## src/rtl/box_motion_scheduler.sv

```systemverilog
// Per-frame motion scheduler for a bank of bouncing boxes: during vertical blanking it
// walks each box through one shared position/velocity/color update datapath.
module box_motion_scheduler #(
  parameter int NUM_BOXES     = 4,
  parameter int SCREEN_WIDTH  = 640,
  parameter int SCREEN_HEIGHT = 480,
  parameter int BOX_WIDTH     = 100,
  parameter int BOX_HEIGHT    = 100
) (
  input  logic               clk,
  input  logic               rst_n,
  input  logic               frame_tick,
  input  logic               enable,
  input  logic               clr_overrun,
  input  logic [2:0]         rd_idx,
  output logic signed [10:0] rd_x,
  output logic signed [9:0]  rd_y,
  output logic [2:0]         rd_color,
  output logic               busy,
  output logic               done,
  output logic               overrun
);

  typedef enum logic [1:0] {IDLE, FETCH, UPDATE, DONE} state_t;

  localparam logic [2:0]         LAST_IDX = 3'(NUM_BOXES - 1);
  localparam logic signed [10:0] LX       = 11'(SCREEN_WIDTH - BOX_WIDTH);
  localparam logic signed [9:0]  LY       = 10'(SCREEN_HEIGHT - BOX_HEIGHT);

  state_t state, state_nxt;
  logic [2:0] idx;

  // Bank is sized for the full 3-bit index space so rd_idx never indexes out of range.
  logic signed [10:0] x_bank  [8];
  logic signed [10:0] vx_bank [8];
  logic signed [9:0]  y_bank  [8];
  logic signed [9:0]  vy_bank [8];
  logic [2:0]         c_bank  [8];

  logic signed [10:0] w_x, w_vx, tx, nx, nvx;
  logic signed [9:0]  w_y, w_vy, ty, ny, nvy;
  logic [2:0]         w_c, nc;
  logic               hit_x, hit_y;

  always_comb begin
    state_nxt = state;
    case (state)
      IDLE:    if (frame_tick && enable) state_nxt = FETCH;
      FETCH:   state_nxt = UPDATE;
      UPDATE:  state_nxt = (idx == LAST_IDX) ? DONE : FETCH;
      DONE:    state_nxt = IDLE;
      default: state_nxt = IDLE;
    endcase
  end

  assign busy = (state != IDLE);
  assign done = (state == DONE);

  // NOTE: sequential state uses non-blocking assignments so every register samples
  // pre-edge values, independent of the order the statements are written in.
  always_ff @(posedge clk or negedge rst_n) begin
    if (!rst_n) begin
      state   <= IDLE;
      idx     <= '0;
      overrun <= 1'b0;
    end else begin
      state <= state_nxt;
      if (state == IDLE)
        idx <= '0;
      else if (state == UPDATE && idx != LAST_IDX)
        idx <= idx + 3'd1;
      // A tick while busy (DONE included) is dropped; setting beats clearing.
      if (frame_tick && busy)
        overrun <= 1'b1;
      else if (clr_overrun)
        overrun <= 1'b0;
    end
  end

  // Working copy is always loaded in FETCH before it is consumed, so it needs no reset.
  always_ff @(posedge clk) begin
    if (state == FETCH) begin
      w_x  <= x_bank[idx];
      w_y  <= y_bank[idx];
      w_vx <= vx_bank[idx];
      w_vy <= vy_bank[idx];
      w_c  <= c_bank[idx];
    end
  end

  always_comb begin
    tx    = w_x + w_vx;
    ty    = w_y + w_vy;
    hit_x = tx[10] || (tx >= LX);
    hit_y = ty[9]  || (ty >= LY);
    nx    = tx[10] ? '0 : ((tx > LX) ? LX : tx);
    ny    = ty[9]  ? '0 : ((ty > LY) ? LY : ty);
    nvx   = hit_x ? -w_vx : w_vx;
    nvy   = hit_y ? -w_vy : w_vy;
    nc    = w_c;
    if (hit_x || hit_y) nc = (w_c == 3'd7) ? 3'd1 : w_c + 3'd1;
  end

  // NOTE: unlike a plain RAM, this bank holds each box's defined starting position,
  // so it sits on the asynchronous reset like any other architectural register.
  always_ff @(posedge clk or negedge rst_n) begin
    if (!rst_n) begin
      for (int i = 0; i < 8; i++) begin
        x_bank[i]  <= 11'(50 + 100 * (i % 5));
        y_bank[i]  <= 10'(50 + 60 * (i % 6));
        vx_bank[i] <= (i % 2 == 0) ? 11'sd2 : -11'sd2;
        vy_bank[i] <= (i < 2) ? 10'sd1 : -10'sd1;
        c_bank[i]  <= 3'((i % 7) + 1);
      end
    end else if (state == UPDATE) begin
      x_bank[idx]  <= nx;
      y_bank[idx]  <= ny;
      vx_bank[idx] <= nvx;
      vy_bank[idx] <= nvy;
      c_bank[idx]  <= nc;
    end
  end

  always_comb begin
    rd_x     = '0;
    rd_y     = '0;
    rd_color = '0;
    if (int'(rd_idx) < NUM_BOXES) begin
      rd_x     = x_bank[rd_idx];
      rd_y     = y_bank[rd_idx];
      rd_color = c_bank[rd_idx];
    end
  end

endmodule

```

## config.mk

```make
export PLATFORM = sky130hd
export DESIGN_NAME = box_motion_scheduler
export DESIGN_NICKNAME = d
export VERILOG_FILES = /design/src/rtl/box_motion_scheduler.sv
export SDC_FILE = /design/constraint.sdc
export NUM_CORES = 1
export LEC_CHECK = 0
export ABC_CLOCK_PERIOD_IN_PS = 3470
export BUFFER_PORTS_ARGS = -buffer_cell sky130_fd_sc_hd__buf_4
export CORE_ASPECT_RATIO = 2
export CORE_MARGIN = 5
export CORE_UTILIZATION = 30
export CTS_BUF_LIST = sky130_fd_sc_hd__clkbuf_4 sky130_fd_sc_hd__clkbuf_8 sky130_fd_sc_hd__clkbuf_16
export CTS_CLUSTER_SIZE = 12
export DETAILED_ROUTE_END_ITERATION = 16
export GPL_TIMING_DRIVEN = 0
export HOLD_SLACK_MARGIN = 0.1
export PLACE_DENSITY_LB_ADDON = 0.25
export REMOVE_ABC_BUFFERS = 1
export SLEW_MARGIN = 40
export SYNTH_ARGS = -nofsm -noshare
export SYNTH_HDL_FRONTEND = slang
export SYNTH_SLANG_ARGS = --single-unit
```

## constraint.sdc

```tcl
create_clock -name clk -period 3.47 [get_ports clk]
set_input_delay 0.5205 -clock clk [delete_from_list [all_inputs] [get_ports clk]]
set_output_delay 0.5205 -clock clk [all_outputs]
set_load 0.1 [all_outputs]
```

# == Word level (Yosys, flattened, before mapping) ==
# Cells that the tools add are included.
# word_totals
ff_bits,411
in_bits,8
elab_cells,135
# classes
n_addsub,6
order_cmp,8
eq_ne,7
muxes,53
bitwise_logic,2
reduce_logical,11
# op_table
cell,count
bitwise mux 88 bit,2
bitwise mux 80 bit,2
two-way mux 10 bit,11
binary-select mux 11 bit (select 3 bit),3
two-way mux 11 bit,9
binary-select mux 10 bit (select 3 bit),3
demux 11 bit (select 3 bit),1
demux 10 bit (select 3 bit),1
two-way mux 3 bit,10
bitwise mux 24 bit,1
binary-select mux 3 bit (select 3 bit),2
two-way mux 9 bit,2
adder 11 bit,1
>= comparator 11 bit (second input constant),1
greater-than comparator 11 bit (second input constant),1
negation 11 bit,1
adder 10 bit,1
>= comparator 10 bit (second input constant),1
greater-than comparator 10 bit (second input constant),1
negation 10 bit,1
demux 3 bit (select 3 bit),1
>= comparator 4 bit (second input constant),2
inverter 3 -> 4 bit,2
one-hot mux 2 bit (4 select lines),1
other kinds (15),26

# == Longest topological paths before layout ==
# depth
depth_word,6
depth_mapped,11
mapped_depth_nobuf,10

# == Worst setup path after synthesis ==
# Ideal clock, no wire load.
# synth_path
path_type,input port to output port
start,input port rd_idx[0]
end,output port rd_color[1]
t_arrival_ns,2.715
required_ns,2.949
setup_slack_ns,0.234
cell_stages,3
path_cell_list,buf_1 > mux4_2 > nor2b_1
# synth_between
elab_chain_cells,5
word_cells_on_any_way,6
# synth_rtl
item,line_no,rtl
from (decl),15,"input logic [2:0] rd_idx,"
inverter 3 -> 4 bit (not written as such),131,rd_color = c_bank[rd_idx];
binary-select mux 3 bit (select 3 bit),131,
two-way mux 3 bit (not written as such) (2 in series),131,
two-way mux 3 bit *,128,if (int'(rd_idx) < NUM_BOXES) begin
to (decl),18,"output logic [2:0] rd_color,"
# Mark *: on every way between the ends. The rest lies on a longest branch, timed or not. The select of a mux whose other input is x is not followed.

# == Worst setup path after layout ==
# layout_path
start,register w_x[0]
end,register vx_bank[74] in the netlist's numbering
# layout_between
elab_chain_cells,5
# layout_rtl
item,line_no,rtl
from (decl),40,"logic signed [10:0] w_x, w_vx, tx, nx, nvx;"
from (signal assigned),83,w_x <= x_bank[idx];
adder 11 bit *,92,tx = w_x + w_vx;
>= comparator 11 bit,94,hit_x = tx[10] || (tx >= LX);
logical OR 1 bit *,94,
two-way mux 11 bit *,98,nvx = hit_x ? -w_vx : w_vx;
bitwise mux 88 bit *,118,vx_bank[idx] <= nvx;
"to (signal, indexed assignment)",111,vx_bank[i] <= (i % 2 == 0) ? 11'sd2 : -11'sd2;
"to (signal, indexed assignment)",118,
to (decl),35,logic signed [10:0] vx_bank [8];
# Mark *: on every way between the ends. The rest lies on a longest branch, timed or not.
# A chain may end at the register's enable or synchronous reset.

==> flow_results.org <==
** Run status
- The flow ran to the end, and the final reports show no timing, DRC or antenna violations.

** Critical path
- Together, buffers and inverters on the worst path number 4.
- CP Capture Type :: flip-flop
- Of all nets on the critical path, the largest fanout is 8.
- Startpoint type of the worst setup path :: flip-flop
- The signal on the critical path passes through ha_1, fa_2, a21oi_4, buf_4, o221a_2, a2bb2oi_4, nand2_2, a22oi_2, buf_4, buf_4, o31ai_2, xor2_2, buf_4, o21ai_0.
- CP dominant cell by count :: sky130_fd_sc_hd__buf_4
- Required time at the worst-slack endpoint :: 3.92 ns
- In this run the critical register-to-register path is captured at vx_bank[74].
- In this design, the stage delay of the slowest critical-path cell is 0.40 ns.
- The startpoint identified for the worst register-to-register timing path is w_x[0].
- Cell family with most CP delay :: compound AO/OA/AOI/OAI gates
- For the worst setup path, the data arrival time is 3.80 ns.
- The worst register-to-register path has a depth of 14.
- The setup path with the least slack is of type flip-flop to flip-flop.
- On the critical path, the stage with the largest delay is an instance of sky130_fd_sc_hd__edfxtp_1.
- Worst R2R Setup Slack :: 0.12 ns
- CP Depth :: 14

** Timing
- Between clock sinks in the finished design, the worst skew comes to roughly 0.023 ns.
- Setup repair after global routing could not meet its margin everywhere.
- Final count of hold timing violations :: 0
- Crit path time final :: between 3 and 4 ns
- Setup Viol. Count Final :: 0
- Timing would allow up to 0.298 GHz.
- Period utilisation layout :: 96.6%
- Final Max Slew Viols :: 0
- On the final layout, the worst hold slack is 0.221 ns.
- Measured against its own limit, the worst slew margin works out to between 50% and 60%.
- At the pin with the least slew margin, the transition time is 0.624 ns.

** Synthesis
- After synthesis, the share of flip-flops with an asynchronous set or reset is between 80% and 90%.
- The synthesized design contains 43 enable-type register cells.
- Count of distinct cell types in the synthesized netlist :: 71
- Post-Synthesis Cells :: 1,721
- Sequential-to-total area share from yosys stat :: 56.9%
- sky130_fd_sc_hd__dfstp_2 takes more of the synthesized area than any other cell.
- The average instance in the mapped netlist occupies 10.5 um2.
- Top flip-flop cell by instance count after synthesis :: sky130_fd_sc_hd__dfstp_2
- Summed over its instances, the top area cell type makes up 27.5% of the synthesized netlist area.
- Leading cell types by total area after synthesis :: sky130_fd_sc_hd__dfstp_2 27%, sky130_fd_sc_hd__dfrtp_1 22%, sky130_fd_sc_hd__o21ai_0 8.7%
- Total number of yosys warnings :: 0
- Cell area after synthesis :: roughly 0.018 mm2
- Number of storage elements in the synthesis netlist :: 393

** Power
- Summed over all cells, the static leakage comes to 8.39 nW.
- Highest ir drop seen on vdd :: 0.637 mV
- PD cells :: 1030 mW/mm2

** Finish
- Inserted Diodes :: 0
- Most frequent cells in the layout :: 351 x sky130_fd_sc_hd__nand2_1, 308 x sky130_fd_sc_hd__o21ai_0, 189 x sky130_fd_sc_hd__dfstp_2
- Compared with the post-synthesis result, the final layout area differs by 18.6%.
- The net count of the finished layout is 1,794.
- After routing the design area is around 0.021 mm2.
- The post-route netlist has 27.4% of its cells at a drive strength greater than 1.
- Most common library cell in the layout ignoring fill and taps :: sky130_fd_sc_hd__nand2_1
- Excluding fillers, the count of instances in the completed layout stands at 2,563.
- FILL cells :: between 5k and 6k

** Min path
- Number of cells on the worst hold path :: 2
- Worst Hold Endpoint :: overrun
- Hold crit path type :: input pin to flip-flop
- Launch instance of the worst min-delay path :: frame_tick

** Detailed routing
- Dividing the detail-routed wire length by the instance count gives 21.0 um.
- Initial DRT Pass Iterations :: 5
- DRC violations left :: 0
- For this block, the initial DRC count from the detailed router was 943.
- Detailed routing inserted a total of about 13k vias.
- Detail Route Antenna Nets :: 0
- Sum of routed wire length over all layers :: 53,700 um
- In the routed layout, each cell is associated on average with a via count of 5.17.

** Die
- The die covers 0.0656 mm2.
- Overall die height :: 357 um
- Row generation in the floorplan step produced 127 rows.
- From left edge to right edge, the die measures 184 um.
- For this design the top-level I/O count stands at 35.
- For this configuration, the core starts out at a cell density of 30.2%.
- Std-Cell Core Area :: 0.0599 mm2

** Placed design
- Number of I/O port buffers :: 32
- Placement Cell Area :: around 0.02 mm2
- Detailed placement finished with a half-perimeter wire length of between 30,000 and 40,000 um.
- The congestion estimate from routability-driven global placement came to 0.847.
- Once placement completed, the tool counted placed cells totaling 2,472.

** Job
- Across the run, the number of max-cap violations was 0.

** Clocking
- After clock tree synthesis, the clock-pin slew on the worst setup and hold paths is 0.06 ns.
- TritonCTS built the clock tree.
- Sinks on Clock Net :: 393
- Buffer levels on the longest clock path :: 3
- The H-tree was split into 2 levels.
- Clk_lat worst skew :: 0.55 ns
- Clock root cell :: sky130_fd_sc_hd__clkbuf_16
- TritonCTS created 39 clock buffers.

** Global routing
- The total overflow left after global routing is 0.
- The first global-routing pass estimated between 80,000 and 90,000 um of wire.
- Overall Global Routing Usage :: between 10% and 20%
- Largest net degree at the start of global routing :: 74
- The via count of the first global-routing pass was roughly 14k.
- Initial antenna violation count :: 0
## stage by stage
step,setup TNS [ns],power [mW],worst slack [ns],util (%)
after floorplan,-364.52,13.3,-2.08,-
after global placement,-3048.07,15.5,-11.14,31.4
after detailed placement,-23.96,16.7,-0.255,33.0
after CTS,0,21.5,0.0187,35.4
after global routing,-0.0327,23.4,-0.0132,35.8
final,0,22.0,0.117,35.8
## cells by family after synthesis
logic type                 count (synthesis)  share of synthesized area, %
xor gates and xnor gates                  34                          2.21
buffers and inverters                    128                          2.83
adders and majority gates                 27                          1.95
other                                      1                        0.0207
and+or+nand+nor                          509                          12.3
AOI/OAI and AO/OA                        602                          20.6
muxes                                     27                          3.23
DFF                                      393                          56.9
## flip-flops by register name (all words and copies together), names as in the netlist
signal	cells
vy_bank	80
y_bank	72
w_c	3
w_vy	10
overrun	1
vx_bank	88
state	2
idx	3
w_vx	11
w_y	9
w_x	10
c_bank	24
x_bank	80
## final cells by class
cell class	count	area (um2)	share of cell area [%]
clock buffer	71	1270	5.92
inverter	9	33.8	0.157
multi-input combinational	1201	7630	35.6
sequential	393	10300	47.9
tap	774	968	4.51
timing repair buffer	115	1270	5.91
## layer usage
| layer | vias up | track usage [%] | wire (um) | share of wire (%) |
|---|---|---|---|---|
| li1 | 6265 | - | - | - |
| met1 | 6604 | 18.8 | 20800 | 39 |
| met2 | 268 | 30.9 | 29300 | 54 |
| met3 | 119 | 1.77 | 1580 | 2.9 |
| met4 | 0 | 6.59 | 2110 | 3.9 |
| met5 | - | 0 | 0 | 0 |
## synth_stat cells, types with 2 or more instances
master                     number
sky130_fd_sc_hd__nand2_1      361
sky130_fd_sc_hd__o21ai_0      314
sky130_fd_sc_hd__dfstp_2      189
sky130_fd_sc_hd__a22oi_1      176
sky130_fd_sc_hd__dfrtp_1      161
sky130_fd_sc_hd__clkbuf_1     108
sky130_fd_sc_hd__nand4_1       45
sky130_fd_sc_hd__edfxtp_1      43
sky130_fd_sc_hd__a21oi_1       42
sky130_fd_sc_hd__nor2_1        30
sky130_fd_sc_hd__nor2b_1       26
sky130_fd_sc_hd__ha_1          25
sky130_fd_sc_hd__mux4_2        22
sky130_fd_sc_hd__o21ai_2       19
sky130_fd_sc_hd__xnor2_1       19
sky130_fd_sc_hd__inv_1          9
sky130_fd_sc_hd__a21o_1         8
sky130_fd_sc_hd__and2_1         8
sky130_fd_sc_hd__nor3_1         8
sky130_fd_sc_hd__xor2_2         7
sky130_fd_sc_hd__nand2b_1       5
sky130_fd_sc_hd__nand3_1        5
sky130_fd_sc_hd__o211ai_1       5
sky130_fd_sc_hd__o21ai_1        5
sky130_fd_sc_hd__a211o_1        4
sky130_fd_sc_hd__a21oi_2        4
sky130_fd_sc_hd__and3_1         4
sky130_fd_sc_hd__buf_2          4
sky130_fd_sc_hd__nor4_1         4
sky130_fd_sc_hd__xnor2_2        4
sky130_fd_sc_hd__buf_4          3
sky130_fd_sc_hd__mux2i_4        3
sky130_fd_sc_hd__xor2_1         3
sky130_fd_sc_hd__a22o_1         2
sky130_fd_sc_hd__buf_1          2
sky130_fd_sc_hd__buf_6          2
sky130_fd_sc_hd__fa_1           2
sky130_fd_sc_hd__nor3b_1        2
sky130_fd_sc_hd__o21a_1         2
sky130_fd_sc_hd__o21bai_1       2
sky130_fd_sc_hd__o31ai_2        2
sky130_fd_sc_hd__or2_2          2
sky130_fd_sc_hd__or3_1          2
## worst max-delay path by stage
stage | slack, ns | start | to
after detailed placement | -0.26 | w_vx[0] | vx_bank[17]
after CTS | 0.02 | w_vy[0] | vy_bank[66]
after global routing | -0.01 | w_x[0] | vx_bank[79]
after global placement | -11.14 | idx[1] | y_bank[53]
after floorplan | -2.08 | idx[0] | vx_bank[67]
final | 0.12 | w_x[0] | vx_bank[74]
## power by group
group	switching, mW	leakage (nW)	internal (mW)
logic	6.76	3.20	3.72
registers	0.964	4.54	6.27
clock network	1.81	0.651	2.48
total	9.53	8.39	12.5
## timing repair
| action | CTS | global route |
|---|---|---|
| pin swaps | 4 | 5 |
| endpoints found under the hold margin | 83 | 0 |
| resized for setup | 12 | 25 |
| buffers inserted | 8 | 11 |
| hold buffers | 1 | 0 |
| endpoints found under the setup margin | 187 | 223 |
(Power assumes the default switching activity.)
